File: config.mk
export PLATFORM = sky130hd
export DESIGN_NAME = sdram_arbit
export DESIGN_NICKNAME = d
export VERILOG_FILES = /design/src/rtl/sdram_pkg.sv /design/src/rtl/sdram_cmd_mux.sv /design/src/rtl/sdram_arbit.sv
export SDC_FILE = /design/constraint.sdc
export NUM_CORES = 1
export LEC_CHECK = 0
export BUFFER_PORTS_ARGS = -buffer_cell sky130_fd_sc_hd__buf_2
export CORE_MARGIN = 3
export CORE_UTILIZATION = 42
export CTS_CLUSTER_SIZE = 25
export DETAILED_ROUTE_END_ITERATION = 10
export PLACE_DENSITY = 0.82
export SYNTH_ARGS = -nofsm -noshare
export SYNTH_HDL_FRONTEND = slang
export SYNTH_SLANG_ARGS = --single-unit
export TNS_END_PERCENT = 5
File: constraint.sdc
create_clock -name sclk -period 4.6 [get_ports sclk]
set_input_delay 0.23 -clock sclk [delete_from_list [all_inputs] [get_ports sclk]]
set_output_delay 0.23 -clock sclk [all_outputs]
set_load 0.1 [all_outputs]
File: src/rtl/sdram_pkg.sv
// Shared SDRAM command encodings, arbiter state encoding and default widths.
// Pure declarations: no latency and no flow control.
package sdram_pkg;

    localparam int ADDR_W_DEF   = 13;
    localparam int MAX_BUSY_DEF = 64;

    // {cs_n, ras_n, cas_n, we_n}
    localparam logic [3:0] CMD_NOP  = 4'b0111;
    localparam logic [3:0] CMD_AREF = 4'b0001;
    localparam logic [3:0] CMD_PRE  = 4'b0010;
    localparam logic [3:0] CMD_ACT  = 4'b0011;
    localparam logic [3:0] CMD_WR   = 4'b0100;
    localparam logic [3:0] CMD_RD   = 4'b0101;

    typedef enum logic [2:0] {
        ST_INIT  = 3'd0,
        ST_ARBIT = 3'd1,
        ST_AREF  = 3'd2,
        ST_WRITE = 3'd3,
        ST_READ  = 3'd4
    } arb_state_t;

endpackage

File: src/rtl/sdram_cmd_mux.sv
// State-indexed mux of the owning master's cmd/addr/bank onto the SDRAM pins.
// Latency: purely combinational. Backpressure: none, the state alone selects.
module sdram_cmd_mux
    import sdram_pkg::*;
#(
    parameter int ADDR_W = ADDR_W_DEF
) (
    input  arb_state_t        state,
    input  logic [3:0]        init_cmd,
    input  logic [ADDR_W-1:0] init_addr,
    input  logic [3:0]        aref_cmd,
    input  logic [ADDR_W-1:0] aref_addr,
    input  logic [3:0]        wr_cmd,
    input  logic [ADDR_W-1:0] wr_addr,
    input  logic [1:0]        wr_bank,
    input  logic [3:0]        rd_cmd,
    input  logic [ADDR_W-1:0] rd_addr,
    input  logic [1:0]        rd_bank,
    output logic [3:0]        cmd,
    output logic [ADDR_W-1:0] addr,
    output logic [1:0]        bank
);

    always_comb begin
        cmd  = CMD_NOP;
        addr = '0;
        bank = 2'd0;
        case (state)
            ST_INIT: begin
                cmd  = init_cmd;
                addr = init_addr;
            end
            ST_AREF: begin
                cmd  = aref_cmd;
                addr = aref_addr;
            end
            ST_WRITE: begin
                cmd  = wr_cmd;
                addr = wr_addr;
                bank = wr_bank;
            end
            ST_READ: begin
                cmd  = rd_cmd;
                addr = rd_addr;
                bank = rd_bank;
            end
            default: ;
        endcase
    end

endmodule

File: src/rtl/sdram_arbit.sv
// SDRAM bus arbiter: gates traffic until init completes, then grants refresh > write > read.
// Latency: grant pulse one edge after the request is seen; masters hold req until their *_en, end via flag_*_end.
module sdram_arbit
    import sdram_pkg::*;
#(
    parameter int MAX_BUSY = MAX_BUSY_DEF,
    parameter int ADDR_W   = ADDR_W_DEF
) (
    input  logic              sclk,
    input  logic              reset,
    input  logic [3:0]        init_cmd,
    input  logic [ADDR_W-1:0] init_addr,
    input  logic              flag_init_end,
    input  logic              ref_req,
    input  logic              flag_ref_end,
    input  logic [3:0]        aref_cmd,
    input  logic [ADDR_W-1:0] aref_addr,
    output logic              ref_en,
    input  logic              wr_req,
    input  logic              flag_wr_end,
    input  logic [3:0]        wr_cmd,
    input  logic [ADDR_W-1:0] wr_addr,
    input  logic [1:0]        wr_bank,
    output logic              wr_en,
    input  logic              rd_req,
    input  logic              flag_rd_end,
    input  logic [3:0]        rd_cmd,
    input  logic [ADDR_W-1:0] rd_addr,
    input  logic [1:0]        rd_bank,
    output logic              rd_en,
    output logic              ref_pending,
    output logic              arb_err,
    output logic              sdram_cke,
    output logic              sdram_cs_n,
    output logic              sdram_ras_n,
    output logic              sdram_cas_n,
    output logic              sdram_we_n,
    output logic [ADDR_W-1:0] sdram_addr,
    output logic [1:0]        sdram_bank
);

    localparam int              CNT_W   = (MAX_BUSY > 2) ? $clog2(MAX_BUSY) : 1;
    localparam logic [CNT_W-1:0] CNT_MAX = CNT_W'(MAX_BUSY - 1);

    arb_state_t       state, state_nxt;
    logic [CNT_W-1:0] busy_cnt, busy_cnt_nxt;
    logic             ref_en_nxt, wr_en_nxt, rd_en_nxt, arb_err_nxt;
    logic             owner_end;
    logic [3:0]       pin_cmd;

    always_comb begin
        owner_end = 1'b0;
        case (state)
            ST_AREF:  owner_end = flag_ref_end;
            ST_WRITE: owner_end = flag_wr_end;
            ST_READ:  owner_end = flag_rd_end;
            default:  owner_end = 1'b0;
        endcase
    end

    always_comb begin
        state_nxt    = state;
        busy_cnt_nxt = busy_cnt;
        ref_en_nxt   = 1'b0;
        wr_en_nxt    = 1'b0;
        rd_en_nxt    = 1'b0;
        arb_err_nxt  = 1'b0;
        case (state)
            ST_INIT: begin
                if (flag_init_end)
                    state_nxt = ST_ARBIT;
            end
            ST_ARBIT: begin
                busy_cnt_nxt = '0;
                if (ref_req) begin
                    state_nxt  = ST_AREF;
                    ref_en_nxt = 1'b1;
                end else if (wr_req) begin
                    state_nxt = ST_WRITE;
                    wr_en_nxt = 1'b1;
                end else if (rd_req) begin
                    state_nxt = ST_READ;
                    rd_en_nxt = 1'b1;
                end
            end
            ST_AREF, ST_WRITE, ST_READ: begin
                // A normal end on the limit cycle takes precedence over the abort.
                if (owner_end) begin
                    state_nxt = ST_ARBIT;
                end else if (busy_cnt == CNT_MAX) begin
                    state_nxt   = ST_ARBIT;
                    arb_err_nxt = 1'b1;
                end else begin
                    busy_cnt_nxt = busy_cnt + 1'b1;
                end
            end
            default: state_nxt = ST_INIT;
        endcase
    end

    always_ff @(posedge sclk or negedge reset) begin
        if (!reset) begin
            state       <= ST_INIT;
            busy_cnt    <= '0;
            ref_en      <= 1'b0;
            wr_en       <= 1'b0;
            rd_en       <= 1'b0;
            arb_err     <= 1'b0;
            ref_pending <= 1'b0;
        end else begin
            state       <= state_nxt;
            busy_cnt    <= busy_cnt_nxt;
            ref_en      <= ref_en_nxt;
            wr_en       <= wr_en_nxt;
            rd_en       <= rd_en_nxt;
            arb_err     <= arb_err_nxt;
            ref_pending <= ref_req && ((state == ST_WRITE) || (state == ST_READ));
        end
    end

    sdram_cmd_mux #(
        .ADDR_W(ADDR_W)
    ) u_cmd_mux (
        .state     (state),
        .init_cmd  (init_cmd),
        .init_addr (init_addr),
        .aref_cmd  (aref_cmd),
        .aref_addr (aref_addr),
        .wr_cmd    (wr_cmd),
        .wr_addr   (wr_addr),
        .wr_bank   (wr_bank),
        .rd_cmd    (rd_cmd),
        .rd_addr   (rd_addr),
        .rd_bank   (rd_bank),
        .cmd       (pin_cmd),
        .addr      (sdram_addr),
        .bank      (sdram_bank)
    );

    assign sdram_cke = 1'b1;
    assign {sdram_cs_n, sdram_ras_n, sdram_cas_n, sdram_we_n} = pin_cmd;

endmodule

# Word level (Yosys, flattened, before mapping)
# Index checks and enable logic that the tools add are counted.
dict set report classes {
  bitwise_logic 0
  shifts 0
  magnitude_cmp 0
  n_eq_ne 10
  div 0
  n_reduce_logical 7
  add_sub_neg 1
  muxes 26
  n_mul 0
}
# operator n
set op_table {}
lappend op_table {{$pmux 13 s4} 1}
lappend op_table {{$mux 3} 6}
lappend op_table {{$pmux 4 s4} 1}
lappend op_table {{$mux 1} 12}
lappend op_table {{$mux 6} 2}
lappend op_table {{$pmux 6 s2} 1}
lappend op_table {{$pmux 3 s3} 1}
lappend op_table {{$add 6x1->6 const B} 1}
lappend op_table {{$eq 3x2->1 const B} 2}
lappend op_table {{$eq 6x6->1 const B} 1}
lappend op_table {{$ne 2x2->1 const B} 3}
lappend op_table {{$reduce_and 3->1} 2}
lappend op_table {{$ne 4x4->1 const B} 1}
lappend op_table {{$pmux 2 s2} 1}
lappend op_table {{$eq 3x1->1 const B} 1}
lappend op_table {{$eq 3x3->1 const B} 1}
lappend op_table {{$logic_not 3->1} 1}
lappend op_table {{$ne 3x3->1 const B} 1}
lappend op_table {{$pmux 1 s3} 1}
lappend op_table {{$reduce_or 3->1} 1}
lappend op_table {{$reduce_bool 2->1} 1}
lappend op_table {{$logic_and 1x1->1} 1}
lappend op_table {{$logic_or 1x1->1} 1}
dict set report totals {
  romBits 0
  inputBits 81
  latch_bits 0
  mem_bits_rw 0
  output_inout_bits 25
  ff_bits 14
  mem_count 0
}

# Longest topological paths before layout
dict set report depth {
  word_depth 4
  ltp_mapped 6
}

# Cells and area by module
# A second synthesis with hierarchy kept.
dict set report unflattened {
  cells_unflattened 161
  hier_area_um2 1627.8
}
# module area_per_inst_um2 cells_each instances
set modules_own_cells {}
lappend modules_own_cells {sdram_cmd_mux 868.3 89 1}
lappend modules_own_cells {sdram_arbit 759.5 72 1}

# Worst setup path after synthesis
# No wires, ideal clock.
dict set report synth_timing {
  path_kind {register -> output}
  from {register state[0]}
  to {output port sdram_addr[0]}
  arrival_time_ns 3.188
  setup_slack_ns 1.182
  n_path_buf 2
  stages_incl_launch_ff 6
  cell_sequence {dfrtp_1 > buf_2 > and2_1 > buf_2 > a21oi_1 > o21ai_0}
}
dict set report synth_via {
  elab_chain_cells 2
}
# element line
set synth_rtl {}
lappend synth_rtl {{from (decl)} sdram_arbit.sv:45} ;# arb_state_t state, state_nxt;
lappend synth_rtl {{from (signal assigned)} sdram_arbit.sv:111} ;# state <= state_nxt;
lappend synth_rtl {{$eq 3x3->1 (tied with other cells)} sdram_cmd_mux.sv:28} ;# case (state)
lappend synth_rtl {{$pmux 13 s4 *} sdram_cmd_mux.sv:28}
lappend synth_rtl {{to (decl)} sdram_arbit.sv:38} ;# output logic [ADDR_W-1:0] sdram_addr,
# Every way passes the cells marked *; elsewhere a longest branch is shown, timed or not.

# Worst setup path in the final report
dict set report layout_timing {
  from {register state[0]}
  to {output port sdram_addr[12]}
}
# Same word-level chain as after synthesis.

==> flow_metrics.py <==
metrics = {
    "outcome": {
        "status": "complete, no violations",
    },
    "drt": {
        "wl_per_cell_microns": 14.26,
        "drt-pass1-iter-count": 4,
        "drc": 0,
        "drtIter0Drc": 118,
        "vias_per_cell": 5.382,
        "via_count": 1577,
        "ant_nets": 0,
        "routed_wl_microns": 4178,
    },
    "floorplan": {
        "fp.dieArea_sq_mm": 0.003792,
        "ios": 106,
        "coreArea_sq_mm": 0.002853,
        "rows": 19,
        "chipHeight_microns": 61.58,
        "initial_core_util": 0.4548,
        "die_w_microns": 61.58,
    },
    "timing": {
        "clock-skew-final_ns": 0.004184,
        "fmax_mhz": 335.1,
        "finalMaxSlewViolations": 0,
        "grt_setup_unrepaired": "false",
        "tightest_slew_ns": 1.081,
        "period_share": 0.6488,
        "tns_ns": 0,
        "setup_viol": 0,
        "fin_crit_ns": 2.984,
        "hold_violations": 0,
        "fin_ws_ns": 1.616,
        "maxSlewHeadroom": 0.2760,
    },
    "flow_run": {
        "maxCapViolCount": 0,
    },
    "placement": {
        "post_dp_cell_area_sq_mm": 0.001800,
        "gp_congestion": 0.7087,
        "port_buffers": 104,
        "hpwlAfterDp_microns": 3290,
        "post-place-ws_ns": 1.927,
    },
    "synthesis": {
        "synth_cells": 164,
        "syn_area_sq_mm": 0.001297,
        "ys_async_sr_fraction": 1.000,
        "syn_nets": 246,
        "ys_seq_area_frac": 0.2700,
        "synth_edf_count": 0,
        "yosysWarnings": 0,
        "yosys.cell_types.count": 39,
        "syn_area_per_cell_sq_um": 7.912,
        "ys_ff_latch": 14,
        "synth_ff_type": "dfrtp_1",
        "yosys.area.top_type_share": 0.2700,
        "yosys-top-cells-area": "dfrtp_1 (27%), mux2i_1 (14%), a21oi_1 (8.9%), o21ai_0 (5.0%), nand2_1 (4.6%)",
        "synth_top_area_cell": "dfrtp_1",
    },
    "power": {
        "combPwrFrac": 0.800,
        "power_density_mw_per_mm2": 798.4,
        "peakVddDrop_mv": 0.5200,
        "seq_power_share": 0.139,
        "p_leak_nw": 0.9567,
        "clock_power_share": 0.061,
        "p_sw_mw": 1.029,
        "p_int_mw": 0.4456,
        "sw_frac_of_total": 0.6978,
    },
    "cells_and_area": {
        "insertedDiodeCount": 0,
        "final_cell_mix": "buf_2 (104), a21oi_1 (23), mux2i_1 (18)",
        "final_common_cell": "buf_2",
        "finalNetCount": 345,
        "areaGrowthSynthToFinish_pct": 42.33,
        "drive_gt1_frac": 0.4618,
        "design_area_sq_mm": 0.001847,
    },
    "global_route": {
        "grtUsageTotal": 0.2006,
        "grt-ovfl-total": 0,
        "grt_max_degree": 33,
        "grt_pass1_wl_microns": 5789,
        "antenna_found_initial": 0,
        "first_global_vias": 1345,
    },
    "min_path": {
        "hp-class": "in2reg",
        "hp-start": "ref_req",
    },
    "clocking": {
        "cts_sinks": 14,
        "h-tree-depth": 1,
        "clk_latency_ns": 0.28,
        "numCtsBuffers": 3,
        "cts_resized": 0,
        "cts_max_path_buffers": 2,
        "cts_tree": "yes",
        "cts_root_buffer": "clkbuf_4",
        "clk_pin_slew_ns": 0.09,
    },
    "worst_setup_path": {
        "crit_start": "state[0]$_DFFE_PN0P_",
        "arrival_ns": 2.75,
        "cp.required_ns": 4.37,
        "critPathCaptureType": "output pin",
        "critPathLaunchType": "register",
        "setup.worst_path.class": "reg2out",
        "r2r-start": "state[0]$_DFFE_PN0P_",
        "cp_max_fo": 32,
    },
}
## layout make-up
type                            count  area (sq um)
Clock buffer                        4         36.28
Fill cell                         261          1006
Inverter                            4         15.01
Multi-Input combinational cell    134         868.3
Sequential cell                    14         350.3
Tap cell                           31         38.79
Timing Repair Buffer              106         538.0
## registers in the layout (all words and copies together), names as in the netlist
register / cells
arb_err: 1
busy_cnt: 6
rd_en: 1
ref_en: 1
ref_pending: 1
state: 3
wr_en: 1
## Yosys cell counts, types with 2 or more instances
cell type   n
nor3_1      4
inv_1       4
and3_1      3
a31oi_2     3
mux2i_1    18
nand3_1     4
o22a_1      3
clkbuf_1    5
o21ai_1     5
a21oi_1    23
or2_1       2
a32o_1      2
buf_2       3
buf_4       2
nor2_1     16
o21ai_0    13
nand2_1    16
dfrtp_1    14
nor2b_1     2
nand2b_1    3
## through the flow
stage | std cells | hold slack [ns] | utilization | power, mW
after detailed placement | 288 | 0.1433 | 0.6311 | 1.389
after global placement | 288 | 0.1391 | 0.6311 | 1.377
after global routing | 293 | 0.1259 | 0.6474 | 1.549
after CTS | 293 | 0.1364 | 0.6474 | 1.479
final | 293 | 0.1384 | 0.6474 | 1.474
after floorplan | 164 | -0.06559 | - | 1.221
## what timing repair did
action,in CTS,in global routing
setup buffers,0,0
hold endpoints to repair,14,0
hold buffers,1,0
## worst paths after layout
check	to	slack, ns	depth (start not counted)
worst max register to register	busy_cnt[4]$_DFFE_PN0P_	2.22	4
worst max-delay path	sdram_addr[12]	1.62	4
worst min-delay path	rd_en$_DFF_PN0_	0.14	2
min in group asynchronous	busy_cnt[2]$_DFFE_PN0P_	0.36	2
worst min register to register	busy_cnt[2]$_DFFE_PN0P_	0.53	1
max in group asynchronous	busy_cnt[1]$_DFFE_PN0P_	3.99	2
## logic make-up after synthesis
group,Yosys count,synth area share
simple gates,59,0.2334
fa+ha+maj,1,0.009642
mux,18,0.1389
compound gates,55,0.2845
buf+inv,16,0.06074
flops,14,0.2700
other cells,1,0.002890
## power groups by stage
stage,logic (mW),clock network (mW),registers [mW]
finish,1.18,0.0896,0.205
global route,1.24,0.0983,0.212
CTS,1.18,0.0911,0.205
detailed placement,1.18,0,0.207
global placement,1.17,0,0.206
floorplan,0.997,0,0.224
## critical path: stages (launching register included)
cell and delay (ns):
dfrtp_1 0.75, nor3b_2 1.03, nand2_1 0.13, o21ai_1 0.11, buf_2 0.44
## per-layer routing
layer,GRT usage,vias up,part of all wire,wire length [microns]
li1,-,786,-,-
met1,0.2529,725,0.42,1749
met2,0.3453,62,0.50,2093
met3,0.04193,4,0.071,296
met4,0.05455,0,0.0091,38
met5,0,-,0,0
(Power assumes the default switching activity.)
